$ cat src/rtl/lms_ctrlport_if.sv
// CtrlPort request/response bundle between the NoC shell master
// and the LMS register responder.
interface lms_ctrlport_if;
    logic        req_wr;
    logic        req_rd;
    logic [19:0] req_addr;
    logic [31:0] req_data;
    logic        resp_ack;
    logic [31:0] resp_data;

    modport master (
        output req_wr, req_rd, req_addr, req_data,
        input  resp_ack, resp_data
    );

    modport slave (
        input  req_wr, req_rd, req_addr, req_data,
        output resp_ack, resp_data
    );
endinterface

$ cat src/rtl/lms_ctrlport_regs.sv
// CtrlPort register file for the LMS filter: config registers plus
// coefficient readback fetched from the core with a timeout.
module lms_ctrlport_regs #(
    parameter logic [19:0] BASE_ADDR  = 20'h00000,
    parameter int          NUM_TAPS   = 32,
    parameter int          TAP_IDX_W  = 5,
    parameter logic [15:0] MU_DEFAULT = 16'h0100,
    parameter int          TIMEOUT    = 255
) (
    input  logic                 ctrlport_clk,
    input  logic                 ctrlport_rst_n,
    lms_ctrlport_if.slave        s_ctrlport,
    output logic                 lms_enable,
    output logic                 lms_adapt_en,
    output logic                 lms_coef_clear,
    output logic [15:0]          lms_mu,
    input  logic                 lms_busy,
    output logic                 coef_rd_req,
    output logic [TAP_IDX_W-1:0] coef_rd_idx,
    input  logic                 coef_rd_valid,
    input  logic [31:0]          coef_rd_data
);

    localparam logic [31:0]          COMPAT  = 32'h0001_0000;
    localparam logic [31:0]          NTAPS32 = 32'(NUM_TAPS);
    localparam logic [15:0]          TO_LOAD = 16'(TIMEOUT - 1);
    localparam logic [TAP_IDX_W-1:0] IX_LAST = TAP_IDX_W'(NUM_TAPS - 1);

    typedef enum logic {IDLE, FETCH} state_e;

    state_e               state_q;
    logic                 en_q;
    logic                 adapt_q;
    logic                 clr_q;
    logic [15:0]          mu_q;
    logic [TAP_IDX_W-1:0] ix_q;
    logic                 to_q;
    logic                 ack_q;
    logic [31:0]          rdata_q;
    logic                 req_q;
    logic [15:0]          cnt_q;

    logic [19:0] offset;
    logic        hit;
    logic [2:0]  sel;
    logic        ix_ok;
    logic [31:0] rd_val;
    logic        unused_bits;

    // Offsets below the base wrap to large values and miss the window.
    assign offset = s_ctrlport.req_addr - BASE_ADDR;
    assign hit    = offset < 20'h20;
    assign sel    = offset[4:2];
    assign ix_ok  = 32'(ix_q) < NTAPS32;

    assign unused_bits = ^{s_ctrlport.req_data[31:16], offset[1:0]};

    always_comb begin
        rd_val = '0;
        if (hit) begin
            unique case (sel)
                3'd0:    rd_val = COMPAT;
                3'd1:    rd_val = {30'd0, adapt_q, en_q};
                3'd2:    rd_val = {16'd0, mu_q};
                3'd3:    rd_val = NTAPS32;
                3'd4:    rd_val = 32'(ix_q);
                3'd6:    rd_val = {30'd0, to_q, lms_busy};
                default: rd_val = '0;
            endcase
        end
    end

    always_ff @(posedge ctrlport_clk or negedge ctrlport_rst_n) begin
        if (!ctrlport_rst_n) begin
            state_q <= IDLE;
            en_q    <= 1'b0;
            adapt_q <= 1'b0;
            clr_q   <= 1'b0;
            mu_q    <= MU_DEFAULT;
            ix_q    <= '0;
            to_q    <= 1'b0;
            ack_q   <= 1'b0;
            rdata_q <= '0;
            req_q   <= 1'b0;
            cnt_q   <= '0;
        end else begin
            ack_q   <= 1'b0;
            rdata_q <= '0;
            clr_q   <= 1'b0;
            unique case (state_q)
                IDLE: begin
                    if (s_ctrlport.req_wr) begin
                        ack_q <= 1'b1;
                        if (hit) begin
                            case (sel)
                                3'd1: begin
                                    en_q    <= s_ctrlport.req_data[0];
                                    adapt_q <= s_ctrlport.req_data[1];
                                    clr_q   <= s_ctrlport.req_data[2] & ~clr_q;
                                end
                                3'd2: mu_q <= s_ctrlport.req_data[15:0];
                                3'd4: ix_q <= s_ctrlport.req_data[TAP_IDX_W-1:0];
                                3'd6: if (s_ctrlport.req_data[1]) to_q <= 1'b0;
                                default: ;
                            endcase
                        end
                    end else if (s_ctrlport.req_rd) begin
                        if (hit && sel == 3'd5 && ix_ok) begin
                            req_q   <= 1'b1;
                            cnt_q   <= TO_LOAD;
                            state_q <= FETCH;
                        end else begin
                            ack_q   <= 1'b1;
                            rdata_q <= rd_val;
                        end
                    end
                end
                FETCH: begin
                    // Valid in the expiry cycle is checked first and wins.
                    if (coef_rd_valid) begin
                        ack_q   <= 1'b1;
                        rdata_q <= coef_rd_data;
                        req_q   <= 1'b0;
                        ix_q    <= (ix_q == IX_LAST) ? '0 : ix_q + 1'b1;
                        state_q <= IDLE;
                    end else if (cnt_q == '0) begin
                        ack_q   <= 1'b1;
                        to_q    <= 1'b1;
                        req_q   <= 1'b0;
                        state_q <= IDLE;
                    end else begin
                        cnt_q <= cnt_q - 1'b1;
                    end
                end
                default: state_q <= IDLE;
            endcase
        end
    end

    assign s_ctrlport.resp_ack  = ack_q;
    assign s_ctrlport.resp_data = rdata_q;
    assign lms_enable           = en_q;
    assign lms_adapt_en         = adapt_q;
    assign lms_coef_clear       = clr_q;
    assign lms_mu               = mu_q;
    assign coef_rd_req          = req_q;
    assign coef_rd_idx          = ix_q;

endmodule

$ cat src/flat_wrapper.sv
// flat-port wrapper written by rule: the top's interface ports become plain ports
module lms_ctrlport_regs_flat 
#(
    parameter logic [19:0] BASE_ADDR  = 20'h00000,
    parameter int          NUM_TAPS   = 32,
    parameter int          TAP_IDX_W  = 5,
    parameter logic [15:0] MU_DEFAULT = 16'h0100,
    parameter int          TIMEOUT    = 255
)
  (ctrlport_clk, ctrlport_rst_n, lms_enable, lms_adapt_en, lms_coef_clear, lms_mu, lms_busy, coef_rd_req, coef_rd_idx, coef_rd_valid, coef_rd_data, s_ctrlport_req_wr, s_ctrlport_req_rd, s_ctrlport_req_addr, s_ctrlport_req_data, s_ctrlport_resp_ack, s_ctrlport_resp_data);
  lms_ctrlport_if s_ctrlport_i ();
  input  logic ctrlport_clk;
  input  logic ctrlport_rst_n;
  output logic lms_enable;
  output logic lms_adapt_en;
  output logic lms_coef_clear;
  output logic [15:0] lms_mu;
  input  logic lms_busy;
  output logic coef_rd_req;
  output logic [TAP_IDX_W-1:0] coef_rd_idx;
  input  logic coef_rd_valid;
  input  logic [31:0] coef_rd_data;
  input wire logic [$bits(s_ctrlport_i.req_wr)-1:0] s_ctrlport_req_wr;
  input wire logic [$bits(s_ctrlport_i.req_rd)-1:0] s_ctrlport_req_rd;
  input wire logic [$bits(s_ctrlport_i.req_addr)-1:0] s_ctrlport_req_addr;
  input wire logic [$bits(s_ctrlport_i.req_data)-1:0] s_ctrlport_req_data;
  output wire logic [$bits(s_ctrlport_i.resp_ack)-1:0] s_ctrlport_resp_ack;
  output wire logic [$bits(s_ctrlport_i.resp_data)-1:0] s_ctrlport_resp_data;
  assign s_ctrlport_i.req_wr = s_ctrlport_req_wr;
  assign s_ctrlport_i.req_rd = s_ctrlport_req_rd;
  assign s_ctrlport_i.req_addr = s_ctrlport_req_addr;
  assign s_ctrlport_i.req_data = s_ctrlport_req_data;
  assign s_ctrlport_resp_ack = s_ctrlport_i.resp_ack;
  assign s_ctrlport_resp_data = s_ctrlport_i.resp_data;
  lms_ctrlport_regs #(.BASE_ADDR(BASE_ADDR), .NUM_TAPS(NUM_TAPS), .TAP_IDX_W(TAP_IDX_W), .MU_DEFAULT(MU_DEFAULT), .TIMEOUT(TIMEOUT)) u_core (.ctrlport_clk(ctrlport_clk), .ctrlport_rst_n(ctrlport_rst_n), .s_ctrlport(s_ctrlport_i), .lms_enable(lms_enable), .lms_adapt_en(lms_adapt_en), .lms_coef_clear(lms_coef_clear), .lms_mu(lms_mu), .lms_busy(lms_busy), .coef_rd_req(coef_rd_req), .coef_rd_idx(coef_rd_idx), .coef_rd_valid(coef_rd_valid), .coef_rd_data(coef_rd_data));
endmodule
$ cat config.mk
export PLATFORM = sky130hd
export DESIGN_NAME = lms_ctrlport_regs_flat
export DESIGN_NICKNAME = d
export VERILOG_FILES = /design/src/rtl/lms_ctrlport_if.sv /design/src/rtl/lms_ctrlport_regs.sv /design/src/flat_wrapper.sv
export SDC_FILE = /design/constraint.sdc
export NUM_CORES = 1
export LEC_CHECK = 0
export CAP_MARGIN = 5
export CORE_ASPECT_RATIO = 0.9
export CORE_UTILIZATION = 35
export DETAILED_ROUTE_END_ITERATION = 6
export PLACE_DENSITY = 0.73
export SYNTH_ARGS = -nofsm -noshare
export SYNTH_HDL_FRONTEND = slang
export SYNTH_SLANG_ARGS = --single-unit
$ cat constraint.sdc
create_clock -name ctrlport_clk -period 2.6 [get_ports ctrlport_clk]
set_input_delay 0.26 -clock ctrlport_clk [delete_from_list [all_inputs] [get_ports ctrlport_clk]]
set_output_delay 0.26 -clock ctrlport_clk [all_outputs]
set_load 0.01 [all_outputs]
After elaboration in Yosys (flattened, before gate mapping):

Cells that the tools add are included.

* bits in registers: 76
* input bits: 90
* output and inout port bits: 58
* word-level logic and storage cells: 94

* add/subtract/negate cells: 2
* order comparisons: 1
* equal/unequal tests: 20
* mux-type cells: 48
* bitwise gates (word level): 3
* reduce and logical (&&, ||, !) cells: 9

Operator list (number)
* 32-bit two-way mux: 4
* 17-bit one-hot mux with 6 select lines: 1
* 16-bit two-way mux: 5
* 32-bit one-hot mux with 2 select lines: 1
* 16-bit one-hot mux with 2 select lines: 1
* 1-bit two-way mux: 25
* 5-bit two-way mux: 5
* 20-bit by 6-bit < comparator with 1-bit output (second input constant): 1
* 2-bit != test (second input constant): 10
* 17-bit two-way mux: 1
* 16-bit logical NOT: 1
* 4-bit AND reduction: 4
* 16-bit by 1-bit subtractor with 16-bit output (second input constant): 1
* 5-bit one-hot mux with 2 select lines: 1
* 3-bit == test (second input constant): 3
* 1-bit one-hot mux with 2 select lines: 4
* 3-bit by 2-bit == test with 1-bit output (second input constant): 2
* 6-bit AND reduction: 1
* 5-bit by 1-bit adder with 5-bit output (second input constant): 1
* 5-bit == test (second input constant): 1
* 5-bit AND reduction: 1
* 2-bit by 1-bit != test with 1-bit output (second input constant): 2
* 3-bit by 1-bit == test with 1-bit output (second input constant): 1
* 3-bit logical NOT: 1
* other kinds (4): 5

Depth between registers and ports, before layout:

* word-level depth: 7
* mapped depth: 8

Worst setup path before layout:

Ideal clock, no wire load.

* path kind: register to register
* start point: register u_core.state_q
* end point: register u_core.ix_q[0] (netlist: u_core.coef_rd_idx[0])
* library setup time: 0.126 ns
* data arrival time: 1.955 ns
* path slack: 0.519 ns
* cell stages (with the launch flop): 7
* buffers on the path: 2
* cell sequence: dfrtp_1 -> buf_2 -> or2_1 -> buf_2 -> nor4_4 -> mux2_1 -> a221o_1

* word-level cells in the longest chain between the ends: 3
* elaborated cells between the ends (all ways): 7
* those cells by class: eq/ne (4); mux (1); bitwise (1); reduce/logical (1)

Ends and longest elaborated chain
* start: declaration: RTL line lms_ctrlport_regs.sv:31 `state_e state_q;`
* start signal: assignment: RTL line lms_ctrlport_regs.sv:75 `state_q <= IDLE;`
* start signal: assignment: RTL line lms_ctrlport_regs.sv:111 `state_q <= FETCH;`
* start signal: assignment: RTL line lms_ctrlport_regs.sv:125 `state_q <= IDLE;`
* 1-bit NOT (no source line)
* 2-bit != test (no source line) or 2-bit by 1-bit != test with 1-bit output (tied branches)
* 4-bit AND reduction (no source line)
* end signal: assignment: RTL line lms_ctrlport_regs.sv:102 `3'd4: ix_q <= s_ctrlport.req_data[TAP_IDX_W-1:0];`
* end signal: assignment: RTL line lms_ctrlport_regs.sv:124 `ix_q <= (ix_q == IX_LAST) ? '0 : ix_q + 1'b1;`
* end: declaration: RTL line lms_ctrlport_regs.sv:36 `logic [TAP_IDX_W-1:0] ix_q;`

Several ways; a longest one is shown, not always the timed one.
A chain may end at the register's enable or synchronous reset.

Worst setup path after layout:

* start point: input port s_ctrlport_req_addr[14]
* end point: register u_core.ix_q[0] (netlist: u_core.coef_rd_idx[0])

* word-level cells in the longest chain between the ends: 3

Ends and longest elaborated chain
* start: declaration: RTL line flat_wrapper.sv:25 `input wire logic [$bits(s_ctrlport_i.req_addr)-1:0] s_ctrlport_req_addr;`
* 20-bit by 6-bit < comparator with 1-bit output: RTL line lms_ctrlport_regs.sv:52 `assign hit = offset < 20'h20;`
* 2-bit by 1-bit != test with 1-bit output (no source line)
* 4-bit AND reduction (no source line)

Every way passes these cells.

==> metrics.sh <==
FINALWIRELENGTH_UM=8650
POSTROUTEANTENNANETS=0
SYNTH.NET_COUNT=382
POSTSYNTH.TOPFLOPCELL='sky130_fd_sc_hd__dfrtp_1'
CTS.PATH.MAX_BUFFERS=2
LAYOUT_CELL_SHARE_WITH_DRIVE_STRENGTH_BEYOND_1_PCT=12.2
SYNTH.FF_LATCH_COUNT=76
POST_PLACE_CELLS=539
MAX_CAP_VIOLATIONS=0
CTS_TREE='yes'
CLKLATENCYLATEPIN_NS=0.35
MAX_SLEW_MARGIN_VS_LIMIT_PCT=38.8
CTS_ROOT_BUF='sky130_fd_sc_hd__clkbuf_8'
CP_SLOWEST_STAGE_DELAY_NS=0.44
SYNTH_XOR_AREA_SHARE_PCT=3.08
NFILLCELLS=838
CTS_MADE_BUFFERS=9
POST_DRT_VIA_CELL_RATIO=5.05
CRITPATHMOSTFREQUENTCELL='sky130_fd_sc_hd__nor4_4'
AREAGROWTHSYNTHTOFINISH_PCT=49.5
ROUTABILITYCONGESTION=0.799
POST-SYNTH-TOP-AREA-CELL='sky130_fd_sc_hd__dfrtp_1'
CTS.CLK_SLEW.WORST_PATHS_NS=0.08
CORE_REGION_AREA_UM2=9290
TOTAL_LEAKAGE_POWER_nW=2.28
MULTIPLEXER_AREA_FRACTION_AFTER_SYNTHESIS_PCT=7.54
YOSYS.CELL_TYPES.COUNT=51
DETAIL_ROUTE.DRC_VIOLATIONS=0
DETAIL_ROUTE.WL_PER_CELL_UM=15.6
PLACEMENTROWS=33
WORSTSETUPSTARTPOINTTYPE='input port'
SEQUENTIAL_FRACTION_OF_THE_SYNTHESIS_AREA_PCT=55.7
CELLPOWERDENSITY_nW_PER_UM2=448
POSTCTSSETUPREPAIRBUFS=0
FINAL_COMMON_CELL='sky130_fd_sc_hd__clkdlybuf4s50_1'
FMAXACHIEVABLE_MHz=482
WORST_PIN_SLEW_NS=0.917
CP.REQUIRED_NS=2.82
WORSTPATHARRIVAL_NS=2.29
GLOBALROUTEOVERFLOWTOTAL=0
SHARE_OF_FLIP_FLOPS_WITH_AN_ASYNCHRONOUS_SET_OR_RESET_PCT=100
SYNTHDOMINANTCELLAREASHARE_PCT=54.9
CTS.SINK_COUNT=76
DIE_AREA_UM2=10200
WORST-PATH-MAX-FANOUT=10
POST-ROUTE-MIN-PERIOD_NS=2.07
SHARE_OF_THE_CYCLE_NEEDED_BY_THE_CRITICAL_PATH_AFTER_ROUTING_PCT=79.7
SYNTH_WARNINGS=0
AVGSYNTHCELLAREA_UM2=11.9
GLOBAL_ROUTE_WIRE_LENGTH_BEFORE_REPAIR_UM=13700
ANTENNA_FOUND_INITIAL=0
PIN_COUNT_OF_THE_BIGGEST_NET_ENTERING_GLOBAL_ROUTING=77
CTS-RESIZED-GATES=0
FIN_SETUP_TNS_NS=0
SYN-INSTANCE-COUNT=288
PLACE_HPWL_UM=6380
FLOORPLAN.IO_PINS=148
FINAL-MAX-SLEW-VIOLATION-COUNT=0
SYNTH_TOP_FAMILY_BY_AREA='simple AND/OR/NAND/NOR gates'
FINAL_HOLD_VIOL_COUNT=0
SYNTH_COMPOUND_GATE_AREA_SHARE_PCT=9.96
GRT_PASS1_VIAS=2815
DETAILEDROUTE.FIRSTITERATIONVIOLATIONS=145
PRE_ANTENNA_DRT_ITERS=4
REPORT.FINAL.SETUP_VIOL=0
CTS_STAGE_HOLD_BUFFER_COUNT=0
FINAL_CELL_COUNT_NO_FILL=555
TIMING.SETUP.CRITICAL_PATH_CLASS='in -> reg'
MIN_PATH_TYPE='in -> async'
NUM_VIAS=2804
DESIGN.FINAL.NETS=522
SLOWEST_STAGE='sky130_fd_sc_hd__clkdlybuf4s50_1'
CRIT_PATH_CELL_TRACE='clkdlybuf4s50_1, nor4_4, nand3_4, nor4_4, mux2_1, a221o_1'
HTREE_NUM_LEVELS=3
DIE_H_UM=95.7
INITIAL_CORE_UTIL_PCT=36.8
GRT_UTIL_ALL_LAYERS_PCT=17.5
DIE_W_UM=106
WORST_CLOCK_SKEW_NS=0.0121
GRT_SETUP_UNREPAIRED='false'
SYNTHTOPCELLSBYAREA='sky130_fd_sc_hd__dfrtp_1 55%, sky130_fd_sc_hd__mux2_1 4.0%, sky130_fd_sc_hd__mux2_2 3.3%'
ENDPOINT_KIND='flop'
IO_BUFFER_COUNT=129
SYNTH_SIMPLE_GATE_AREA_SHARE_PCT=19.8
SYNTHADDERAREAFRAC_PCT=1.46
RUN_STATUS='finished, final reports clean'
ANTENNA_CELLS_INSERTED=0
SYNTH_ENABLE_FLOP_CELLS=0
MOSTFREQUENTLAYOUTCELLS='128 x sky130_fd_sc_hd__clkdlybuf4s50_1, 75 x sky130_fd_sc_hd__dfrtp_1, 20 x sky130_fd_sc_hd__nand2_1'
SYNTHESIS.AREA_UM2=3420
VDD_DROP_MAX_mV=0.329
-- state kept, by name (all words and copies together), names as in the netlist --
| signal | cells |
|---|---|
| u_core.coef_rd_idx | 5 |
| u_core.lms_enable | 1 |
| u_core.lms_adapt_en | 1 |
| u_core.s_ctrlport.resp_data | 32 |
| u_core.to_q | 1 |
| u_core.cnt_q | 16 |
| u_core.coef_rd_req | 1 |
| u_core.lms_mu | 16 |
| u_core.state_q | 1 |
| u_core.s_ctrlport.resp_ack | 1 |
| u_core.lms_coef_clear | 1 |
-- kinds of logic (layout without fill, tap and decap cells) --
family,Yosys count,count (layout)
buffers and inverters,19,164
adder cells (fa/ha/maj),4,4
AO/OA/AOI/OAI,48,48
multiplexers,23,23
AND/OR/NAND/NOR,106,106
XOR/XNOR,12,12
flip-flops,76,76
-- worst paths after layout --
check | from | to | slack, ns | cells after the start
setup / recovery | s_ctrlport_req_addr[14] | u_core.coef_rd_idx[0] | 0.53 | 6
hold / removal | ctrlport_rst_n | u_core.lms_mu[9] | 0.05 | 1
setup reg to reg | u_core.cnt_q[0] | u_core.cnt_q[12] | 0.54 | 7
hold reg to reg | u_core.coef_rd_req | u_core.coef_rd_req | 0.51 | 1
max in group asynchronous | ctrlport_rst_n | u_core.cnt_q[5] | 1.96 | 1
min in group ctrlport_clk | coef_rd_data[16] | u_core.s_ctrlport.resp_data[16] | 0.46 | 3
-- layout make-up --
type	count	area, µm²	share of cell area [%]
clock buffers	10	138	2.69
inverters	4	15.0	0.294
well taps	122	153	2.99
repair buffers	144	1400	27.4
multi-input cells	193	1430	28.0
flip-flops and latches	76	1900	37.3
clock inverters	6	68.8	1.35
-- routing by layer --
metal | routed length (µm) | vias up | global-route usage [%]
met4 | 80 | 0 | 4.17
met1 | 3740 | 1374 | 21.9
met5 | 0 | - | 0
met3 | 528 | 7 | 5.48
met2 | 4290 | 87 | 29.6
li1 | - | 1336 | -
-- per-stage QoR --
step | cell area, µm² | setup WS, ns | hold slack [ns] | power (W) | util (%)
floorplan | 3420 | 0.519 | -0.0356 | 0.00123 | -
global placement | 4900 | 0.199 | 0.469 | 0.00138 | 52.8
detailed placement | 4900 | 0.158 | 0.455 | 0.00138 | 52.8
CTS | 5110 | 0.529 | 0.0688 | 0.00231 | 55.0
global route | 5110 | 0.345 | 0.123 | 0.00238 | 55.0
finish | 5110 | 0.527 | 0.0508 | 0.00229 | 55.0
-- power breakdown --
group          switching [W]  internal (W)  total [W]
clock               0.000453      0.000476   0.000929
combinational      0.0000669      0.000108   0.000175
sequential       0.000000246       0.00118    0.00118
-- worst max-delay path, delay by kind of cell --
kind,cells,cell delay (ns)
simple gates,3,0.89
buf+inv,1,0.44
compound gates,1,0.36
mux,1,0.35
-- Yosys cell counts (3+ instances only) --
master / count
sky130_fd_sc_hd__nor2b_1: 4
sky130_fd_sc_hd__nor4_1: 6
sky130_fd_sc_hd__or3_1: 3
sky130_fd_sc_hd__or4_1: 4
sky130_fd_sc_hd__nand3_1: 7
sky130_fd_sc_hd__xnor2_1: 8
sky130_fd_sc_hd__a31oi_1: 3
sky130_fd_sc_hd__ha_1: 4
sky130_fd_sc_hd__o21ai_0: 13
sky130_fd_sc_hd__nor2_1: 17
sky130_fd_sc_hd__nor4_4: 5
sky130_fd_sc_hd__dfrtp_1: 75
sky130_fd_sc_hd__mux2_2: 10
sky130_fd_sc_hd__nand2_1: 20
sky130_fd_sc_hd__a22o_1: 12
sky130_fd_sc_hd__mux2_1: 12
sky130_fd_sc_hd__inv_1: 3
sky130_fd_sc_hd__clkbuf_1: 10
sky130_fd_sc_hd__xor2_1: 4
sky130_fd_sc_hd__a22oi_1: 5
sky130_fd_sc_hd__and3_1: 16
sky130_fd_sc_hd__a21oi_1: 3
sky130_fd_sc_hd__nor3_1: 6
sky130_fd_sc_hd__nand4_1: 3
sky130_fd_sc_hd__buf_2: 4
Power figures use the tool's default switching activity.
